<file path="src/rtl/issue_ctrl.sv">
// Issue and hazard controller between decode and execute.
// Decides each cycle whether the decode instruction may issue, tracking the ALU/memory
// pipe (EX shadow), the multiplier pipe (per-stage shadow) and the shared write port
// (reservation vector indexed by cycles-from-now).
module issue_ctrl #(
    parameter int unsigned MULT_LAT = 5,
    parameter int unsigned REG_ADDR = 5
) (
    input  logic                clk,
    input  logic                reset,
    input  logic                id_valid,
    input  logic [REG_ADDR-1:0] id_src1,
    input  logic [REG_ADDR-1:0] id_src2,
    input  logic                id_use_src2,
    input  logic [REG_ADDR-1:0] id_dest,
    input  logic                id_regwrite,
    input  logic                id_memread,
    input  logic                id_is_mult,
    input  logic                ext_stall,
    output logic                fd_we,
    output logic                id_issue,
    output logic                ex_bubble,
    output logic                wb_sel,
    output logic                mult_busy,
    output logic [1:0]          stall_cause
);

    // Write-back latency measured from the decode cycle.
    localparam int unsigned AluLat  = 3;
    localparam int unsigned MultLat = MULT_LAT + 1;

    localparam logic [1:0] CauseNone = 2'b00;
    localparam logic [1:0] CauseLoad = 2'b01;
    localparam logic [1:0] CauseMult = 2'b10;
    localparam logic [1:0] CausePort = 2'b11;

    // EX shadow: last ALU-pipe issue
    logic                ex_valid_q, ex_valid_d;
    logic [REG_ADDR-1:0] ex_dest_q, ex_dest_d;
    logic                ex_memread_q, ex_memread_d;

    // Multiplier shadow, stage k at index k
    logic [MULT_LAT:1]                   mv_q, mv_d;
    logic [MULT_LAT:1][REG_ADDR-1:0]     md_q, md_d;

    // resv_q[k] = write port taken k cycles from now
    logic [MULT_LAT+1:1] resv_q, resv_d;

    logic       wb_sel_q, wb_sel_d;
    logic [1:0] cause_q, cause_d;

    logic       src2_live;
    logic       load_use, mult_haz, port_haz, hazard;
    logic [1:0] cause;

    // Hazard detection; r0 never matches and src2 only counts when it is read
    always_comb begin
        src2_live = id_use_src2 && (id_src2 != '0);

        load_use = ex_valid_q && ex_memread_q && (ex_dest_q != '0) &&
                   ((ex_dest_q == id_src1) || (src2_live && (ex_dest_q == id_src2)));

        mult_haz = 1'b0;
        for (int k = 1; k <= MULT_LAT; k++) begin
            if (mv_q[k] && (md_q[k] != '0)) begin
                if ((md_q[k] == id_src1) || (src2_live && (md_q[k] == id_src2)) ||
                    (id_regwrite && (md_q[k] == id_dest))) begin
                    mult_haz = 1'b1;
                end
            end
        end

        // A mult slot can never be pre-booked, so the mult always wins the port
        port_haz = id_regwrite && (id_is_mult ? resv_q[MultLat] : resv_q[AluLat]);

        if (!id_valid)     cause = CauseNone;
        else if (load_use) cause = CauseLoad;
        else if (mult_haz) cause = CauseMult;
        else if (port_haz) cause = CausePort;
        else               cause = CauseNone;

        hazard = (cause != CauseNone);
    end

    // Issue handshake outputs
    always_comb begin
        id_issue    = id_valid && !hazard && !ext_stall;
        fd_we       = !ext_stall && !(id_valid && hazard);
        ex_bubble   = !ext_stall && !id_issue;
        mult_busy   = |mv_q;
        wb_sel      = wb_sel_q;
        stall_cause = cause_q;
    end

    // Next-state: everything advances together or freezes together on ext_stall
    always_comb begin
        ex_valid_d   = ex_valid_q;
        ex_dest_d    = ex_dest_q;
        ex_memread_d = ex_memread_q;
        mv_d         = mv_q;
        md_d         = md_q;
        resv_d       = resv_q;
        wb_sel_d     = wb_sel_q;
        cause_d      = cause_q;

        if (!ext_stall) begin
            mv_d    = {mv_q[MULT_LAT-1:1], id_issue && id_is_mult};
            md_d[1] = id_dest;
            for (int k = 2; k <= MULT_LAT; k++) begin
                md_d[k] = md_q[k-1];
            end

            ex_valid_d   = id_issue && !id_is_mult;
            ex_dest_d    = id_dest;
            ex_memread_d = id_memread;

            resv_d = {1'b0, resv_q[MULT_LAT+1:2]};
            if (id_issue && id_regwrite) begin
                if (id_is_mult) resv_d[MultLat-1] = 1'b1;
                else            resv_d[AluLat-1]  = 1'b1;
            end

            wb_sel_d = mv_q[MULT_LAT];
            cause_d  = cause;
        end
    end

    // State registers; reset discards all in-flight tracking
    always_ff @(posedge clk or negedge reset) begin
        if (!reset) begin
            ex_valid_q   <= 1'b0;
            ex_dest_q    <= '0;
            ex_memread_q <= 1'b0;
            mv_q         <= '0;
            md_q         <= '0;
            resv_q       <= '0;
            wb_sel_q     <= 1'b0;
            cause_q      <= CauseNone;
        end else begin
            ex_valid_q   <= ex_valid_d;
            ex_dest_q    <= ex_dest_d;
            ex_memread_q <= ex_memread_d;
            mv_q         <= mv_d;
            md_q         <= md_d;
            resv_q       <= resv_d;
            wb_sel_q     <= wb_sel_d;
            cause_q      <= cause_d;
        end
    end

endmodule
</file>
<file path="config.mk">
export PLATFORM = sky130hd
export DESIGN_NAME = issue_ctrl
export DESIGN_NICKNAME = d
export VERILOG_FILES = /design/src/rtl/issue_ctrl.sv
export SDC_FILE = /design/constraint.sdc
export NUM_CORES = 1
export LEC_CHECK = 0
export BUFFER_PORTS_ARGS = -buffer_cell sky130_fd_sc_hd__buf_2
export CAP_MARGIN = 20
export CORE_MARGIN = 1.5
export CORE_UTILIZATION = 54
export DETAILED_ROUTE_END_ITERATION = 10
export MAX_ROUTING_LAYER = met4
export PLACE_DENSITY = 0.74
export RECOVER_POWER = 100
export SETUP_SLACK_MARGIN = 0.5
export SLEW_MARGIN = 15
export SYNTH_ARGS = -nofsm -noshare
export SYNTH_HDL_FRONTEND = slang
export SYNTH_SLANG_ARGS = --single-unit
</file>
<file path="constraint.sdc">
create_clock -name clk -period 3.4 [get_ports clk]
set_input_delay 0.34 -clock clk [delete_from_list [all_inputs] [get_ports clk]]
set_output_delay 0.34 -clock clk [all_outputs]
set_load 0.02 [all_outputs]
</file>
# ---- After elaboration in Yosys (flattened, before gate mapping)
# Cells that the tools add are included.
dict set report op_classes {
  n_eq_ne 15
  mux 19
  reduce_logical 51
}
# op n
set ops {}
lappend ops {{$eq 5x5->1} 15}
lappend ops {{$reduce_bool 5->1} 6}
lappend ops {{$logic_and 1x1->1} 28}
lappend ops {{$mux 1} 15}
lappend ops {{$logic_or 1x1->1} 10}
lappend ops {{$mux 2} 4}
lappend ops {{$logic_not 1->1} 5}
lappend ops {{$reduce_or 5->1} 1}
lappend ops {{$reduce_bool 2->1} 1}
dict set report totals {
  register_bits 40
  output_inout_bits 7
  word_cells 96
}

# ---- Logic depth before layout (Yosys ltp)
dict set report logic_depth {
  ltp_word 24
  depth_mapped 9
  ltp_nobuf 7
}

# ---- Worst setup path after synthesis
# No wires, ideal clock.
dict set report synth_timing {
  kind {input to output}
  from {input id_src2[0]}
  to {output ex_bubble}
  arrival_time_ns 2.277
  path_slack_ns 0.783
  stages 9
  path_buffers 2
  path_cell_list {buf_4 xnor2_1 nand3_1 or4_2 a31oi_1 nor3_2 and3_1 buf_6 a31oi_1}
}
dict set report synth_via {
  elab_chain_len 24
}
# item line_no
set synth_rtl {}
lappend synth_rtl {{start, declared} 13} ;# input logic [REG_ADDR-1:0] id_src2,
lappend synth_rtl {{$reduce_bool 5->1} 58} ;# src2_live = id_use_src2 && (id_src2 != '0);
lappend synth_rtl {{$logic_and 1x1->1} 58}
lappend synth_rtl {{$logic_and 1x1->1} 66} ;# if ((md_q[k] == id_src1) || (src2_live && (md_q[k] == id_src2)) ||
lappend synth_rtl {{$logic_or 1x1->1 (2 in series)} 66}
lappend synth_rtl {{$mux 1} 66}
lappend synth_rtl {{$mux 1} 65} ;# if (mv_q[k] && (md_q[k] != '0)) begin
lappend synth_rtl {{$mux 1} 66}
lappend synth_rtl {{$mux 1} 65}
lappend synth_rtl {{[6 not listed]} -}
lappend synth_rtl {{$mux 2} 78} ;# else if (mult_haz) cause = CauseMult;
lappend synth_rtl {{$mux 2 *} 77} ;# else if (load_use) cause = CauseLoad;
lappend synth_rtl {{$mux 2 *} 76} ;# if (!id_valid) cause = CauseNone;
lappend synth_rtl {{$reduce_bool 2->1 *} 82} ;# hazard = (cause != CauseNone);
lappend synth_rtl {{$logic_not 1->1 *} 87} ;# id_issue = id_valid && !hazard && !ext_stall;
lappend synth_rtl {{$logic_and 1x1->1 * (2 in series)} 87}
lappend synth_rtl {{$logic_not 1->1 *} 89} ;# ex_bubble = !ext_stall && !id_issue;
lappend synth_rtl {{$logic_and 1x1->1 *} 89}
lappend synth_rtl {{end, declared} 22} ;# output logic ex_bubble,
# Every way passes the cells marked *; elsewhere a longest branch is shown, timed or not.

# ---- Worst setup path after layout
dict set report layout_timing {
  from {input id_src2[2]}
  to {output id_issue}
}
dict set report layout_via {
  elab_chain_len 22
}
# item line_no
set layout_rtl {}
lappend layout_rtl {{$reduce_bool 5->1} 58}
lappend layout_rtl {{$logic_and 1x1->1} 58}
lappend layout_rtl {{$logic_and 1x1->1} 66}
lappend layout_rtl {{$logic_or 1x1->1 (2 in series)} 66}
lappend layout_rtl {{$mux 1} 66}
lappend layout_rtl {{$mux 1} 65}
lappend layout_rtl {{$mux 1} 66}
lappend layout_rtl {{$mux 1} 65}
lappend layout_rtl {{[4 not listed]} -}
lappend layout_rtl {{$mux 1} 66}
lappend layout_rtl {{$mux 1} 65}
lappend layout_rtl {{$mux 2} 78}
lappend layout_rtl {{$mux 2 *} 77}
lappend layout_rtl {{$mux 2 *} 76}
lappend layout_rtl {{$reduce_bool 2->1 *} 82}
lappend layout_rtl {{$logic_not 1->1 *} 87}
lappend layout_rtl {{$logic_and 1x1->1 * (2 in series)} 87}
lappend layout_rtl {{end, declared} 21} ;# output logic id_issue,
# Marked as above.

==> metrics.log <==
[metrics] sequential cell area fraction in the yosys report: 36.2%
[metrics] vias after detailed routing: 1,879
[metrics] final core utilization: 62.4%
[metrics] setup slack of the critical path after layout: 0.444 ns
[metrics] via count of the first global-routing pass: 1,741
[metrics] violations in the final reports: max-capacitance violations, max-slew violations
[metrics] residual antenna-violating net count after detailed routing: 0
[metrics] number of sinks driven by the clock tree: 38
[metrics] Synth Cell Area: 2630 um2
[metrics] Async S/R FF share, synth: 100%
[metrics] smallest hold slack: 0.271 ns
[metrics] delay contributed by the slowest stage of the critical path: 0.54 ns
[metrics] largest family of logic cells by synthesized area: XOR/XNOR gates
[metrics] Total Nets Final: 293
[metrics] Clock Latency Late Sink: 0.30 ns
[metrics] Setup TNS Final: 0 ns
[metrics] post-detailed-routing wire length: 6010 um
[metrics] antenna violations before repair: 0
[metrics] final-report max-slew violation count: 39
[metrics] height of the die: 72.7 um
[metrics] I/O Buffers: 29
[metrics] total non-filler cell area in the finished layout: 2930 um2
[metrics] Final Hold Fails: 0
[metrics] wire length of the first global-routing pass: 9340 um
[metrics] share of cell area taken by muxes after synthesis: 14.5%
[metrics] total power divided by cell area: 525 nW/um2
[metrics] CTS root buf: sky130_fd_sc_hd__clkbuf_8
[metrics] post-placement cell area: 2650 um2
[metrics] routed length per instance: 18.5 um
[metrics] max-capacitance violation count: 1
[metrics] non-filler cells in the finished layout: 325
[metrics] number of instances in the synthesized netlist: 259
[metrics] post-cts hold buffer count: 0
[metrics] peak clock frequency supported by timing: 338 MHz
[metrics] slowest library cell on the worst path: sky130_fd_sc_hd__or4_4
[metrics] Bufs on Longest Clock Path: 2
[metrics] endpoint class of the critical path: primary output
[metrics] setup repair after global routing missed its margin: no
[metrics] worst voltage drop across the vdd grid: 259 uV
[metrics] Yosys reg bits: 38
[metrics] DP Worst Slack: 0.619 ns
[metrics] I/O pins: 30
[metrics] overall overflow remaining after global route: 0
[metrics] period utilization: 87.0%
[metrics] synth cell count leaders: sky130_fd_sc_hd__xor2_1 (44), sky130_fd_sc_hd__dfrtp_1 (38), sky130_fd_sc_hd__clkbuf_1 (33), sky130_fd_sc_hd__mux2_2 (33), sky130_fd_sc_hd__xnor2_1 (31)
[metrics] static leakage: 1.22 nW
[metrics] number of core rows: 25
[metrics] Fin Clk Skew: 0.0102 ns
[metrics] floorplan die area: 5290 um2
[metrics] maximum number of pins on one net before global-route repair: 44
[metrics] area fraction in compound gates after synthesis: 5.24%
[metrics] kind of start point of the critical path: primary input
[metrics] Total Power Consumption: 1.54 mW
[metrics] number of remaining DRC errors: 0
[metrics] initial core utilization: 55.9%
[metrics] maximum fanout count along the critical path: 7
[metrics] Yosys Warn Count: 0
[metrics] syn_area_per_cell: 10.1 um2
[metrics] simple-gate share of the synthesized area: 11.8%
[metrics] number of DRC markers after the initial detailed-route iteration: 73
[metrics] die extent in x: 72.7 um
[metrics] total track usage: 24.3%
[metrics] synthesis-to-finish area growth: 11.6%
[metrics] Detailed Place HPWL: 4130 um
[metrics] required time reported for the critical path endpoint: 3.06 ns
[metrics] Yosys top cell area share: 36.2%
[metrics] top_reg_cell synth: sky130_fd_sc_hd__dfrtp_1
[metrics] ratio of routed vias to standard cells: 5.78
[metrics] time the final worst path needs with I/O delays and setup: 2.96 ns
[metrics] detailed-router iteration count before antenna repair: 4
[metrics] fraction of the mapped netlist area in adder cells: 0%
[metrics] ratio of cells with drive above 1 in the final layout: 37.6%
[metrics] slew at the pin closest to its max-slew limit: 1.96 ns
[metrics] Post-synth EDFFs: 0
[metrics] diodes inserted: 0
[metrics] CTS tree: yes
[metrics] leading area contributor after synthesis: sky130_fd_sc_hd__dfrtp_1
[metrics] largest cells by area after synthesis: sky130_fd_sc_hd__dfrtp_1 (36%), sky130_fd_sc_hd__xor2_1 (15%), sky130_fd_sc_hd__mux2_2 (14%), sky130_fd_sc_hd__xnor2_1 (10%), sky130_fd_sc_hd__clkbuf_1 (4.7%)
[metrics] dominant cell by count in the synthesized netlist: sky130_fd_sc_hd__xor2_1
[metrics] final number of setup-violating endpoints: 0
[metrics] critical path class: in -> out
[metrics] number of different library cells in the post-synthesis netlist: 36
[metrics] total CTS buffers: 5
[metrics] ordered cell list for the critical path: buf_2 -> or4_4 -> o21ai_4 -> nor4_2 -> o311a_1 -> nor3_1 -> and3_1 -> and2_2 -> clkbuf_1
[metrics] crit path DAT: 2.62 ns
[metrics] result of the run: complete, but fails checks
[metrics] worst slew margin relative to its limit: -30.9%
[metrics] worst hold-check path type: in -> reg
[metrics] maximum level of the CTS H-tree: 2
[metrics] clock slew seen by the registers of the worst setup and hold paths: 0.08 ns
[metrics] xor/xnor cell area share of the yosys netlist: 25.0%
[metrics] area of the placeable core: 4690 um2
[metrics] Cell Count Post-Placement: 301
[metrics] Syn Nets: 282
[metrics] final weighted congestion of routability-driven global placement: 0.979
==> cell usage in the layout (no fill, tap or decap), types with 2 or more instances in the layout <==
cell	netlist	routed
sky130_fd_sc_hd__xor2_1	44	44
sky130_fd_sc_hd__mux2_2	33	33
sky130_fd_sc_hd__dfrtp_1	38	28
sky130_fd_sc_hd__xnor2_1	31	26
sky130_fd_sc_hd__buf_2	1	21
sky130_fd_sc_hd__buf_4	4	16
sky130_fd_sc_hd__nand3_1	15	15
sky130_fd_sc_hd__dfrtp_2	0	10
sky130_fd_sc_hd__nor3_1	7	8
sky130_fd_sc_hd__clkbuf_1	33	8
sky130_fd_sc_hd__or4_1	5	5
sky130_fd_sc_hd__nor4_1	5	5
sky130_fd_sc_hd__xnor2_2	0	5
sky130_fd_sc_hd__clkbuf_8	0	5
sky130_fd_sc_hd__o21ai_0	4	4
sky130_fd_sc_hd__nor2_1	4	4
sky130_fd_sc_hd__nand2_1	4	4
sky130_fd_sc_hd__a31oi_1	5	3
sky130_fd_sc_hd__or4_2	3	3
sky130_fd_sc_hd__a31oi_2	0	2
sky130_fd_sc_hd__and3_1	2	2
sky130_fd_sc_hd__a32o_1	2	2
sky130_fd_sc_hd__clkinv_2	0	2
==> registers in the layout, indices dropped and copies added (netlist names) <==
register      flops
ex_memread_q      1
wb_sel            1
resv_q            3
stall_cause       2
ex_valid_q        1
md_q             25
mv_q              5
==> worst paths after layout <==
kind / start / endpoint / slack (ns) / cells past startpoint
hold / removal: id_memread / ex_memread_q / 0.27 / 2
setup reg to reg: md_q[19] / ex_valid_q / 1.17 / 7
max in group asynchronous: reset / md_q[22] / 1.53 / 1
hold reg to reg: resv_q[5] / resv_q[4] / 0.51 / 1
setup / recovery: id_src2[2] / id_issue / 0.44 / 9
min in group asynchronous: reset / md_q[7] / 0.59 / 1
==> power breakdown <==
part | switching [mW] | leakage (nW) | internal [mW]
logic | 0.212 | 0.704 | 0.270
registers | 0.145 | 0.455 | 0.537
clock network | 0.160 | 0.0579 | 0.216
==> layout make-up <==
type	instances	area [um2]
Sequential cell	38	963
Clock buffer	5	68.8
Multi-Input combinational cell	179	1530
Clock inverter	3	40.0
Inverter	1	3.75
Timing Repair Buffer	45	255
Fill cell	389	1760
Tap cell	54	67.6
==> cells by family after synthesis <==
family,count (synthesis)
AO/OA/AOI/OAI,18
XOR/XNOR,75
buffers and inverters,42
flip-flops,38
multiplexers,34
AND/OR/NAND/NOR,52
==> metal layers <==
layer  up-vias  share of wire [%]  wire [um]  track usage [%]
li1        892                  -          -                -
met4         0                1.9        112             7.76
met2        47                 49       2920             36.5
met5         -                  0          0                -
met1       926                 44       2650             32.9
met3        14                5.3        320             5.11
==> timing repair <==
item	4_1_cts	5_1_grt
gates resized for setup	6	14
endpoints found under the hold margin	0	0
setup buffers	0	16
endpoints found under the setup margin	3	3
==> critical path, delay by kind of cell <==
family,cells,cell delay (ns)
and+or+nand+nor,5,1.35
AOI/OAI and AO/OA,2,0.53
buffers and inverters,2,0.39
No activity file was read; power rests on OpenSTA's default activity.
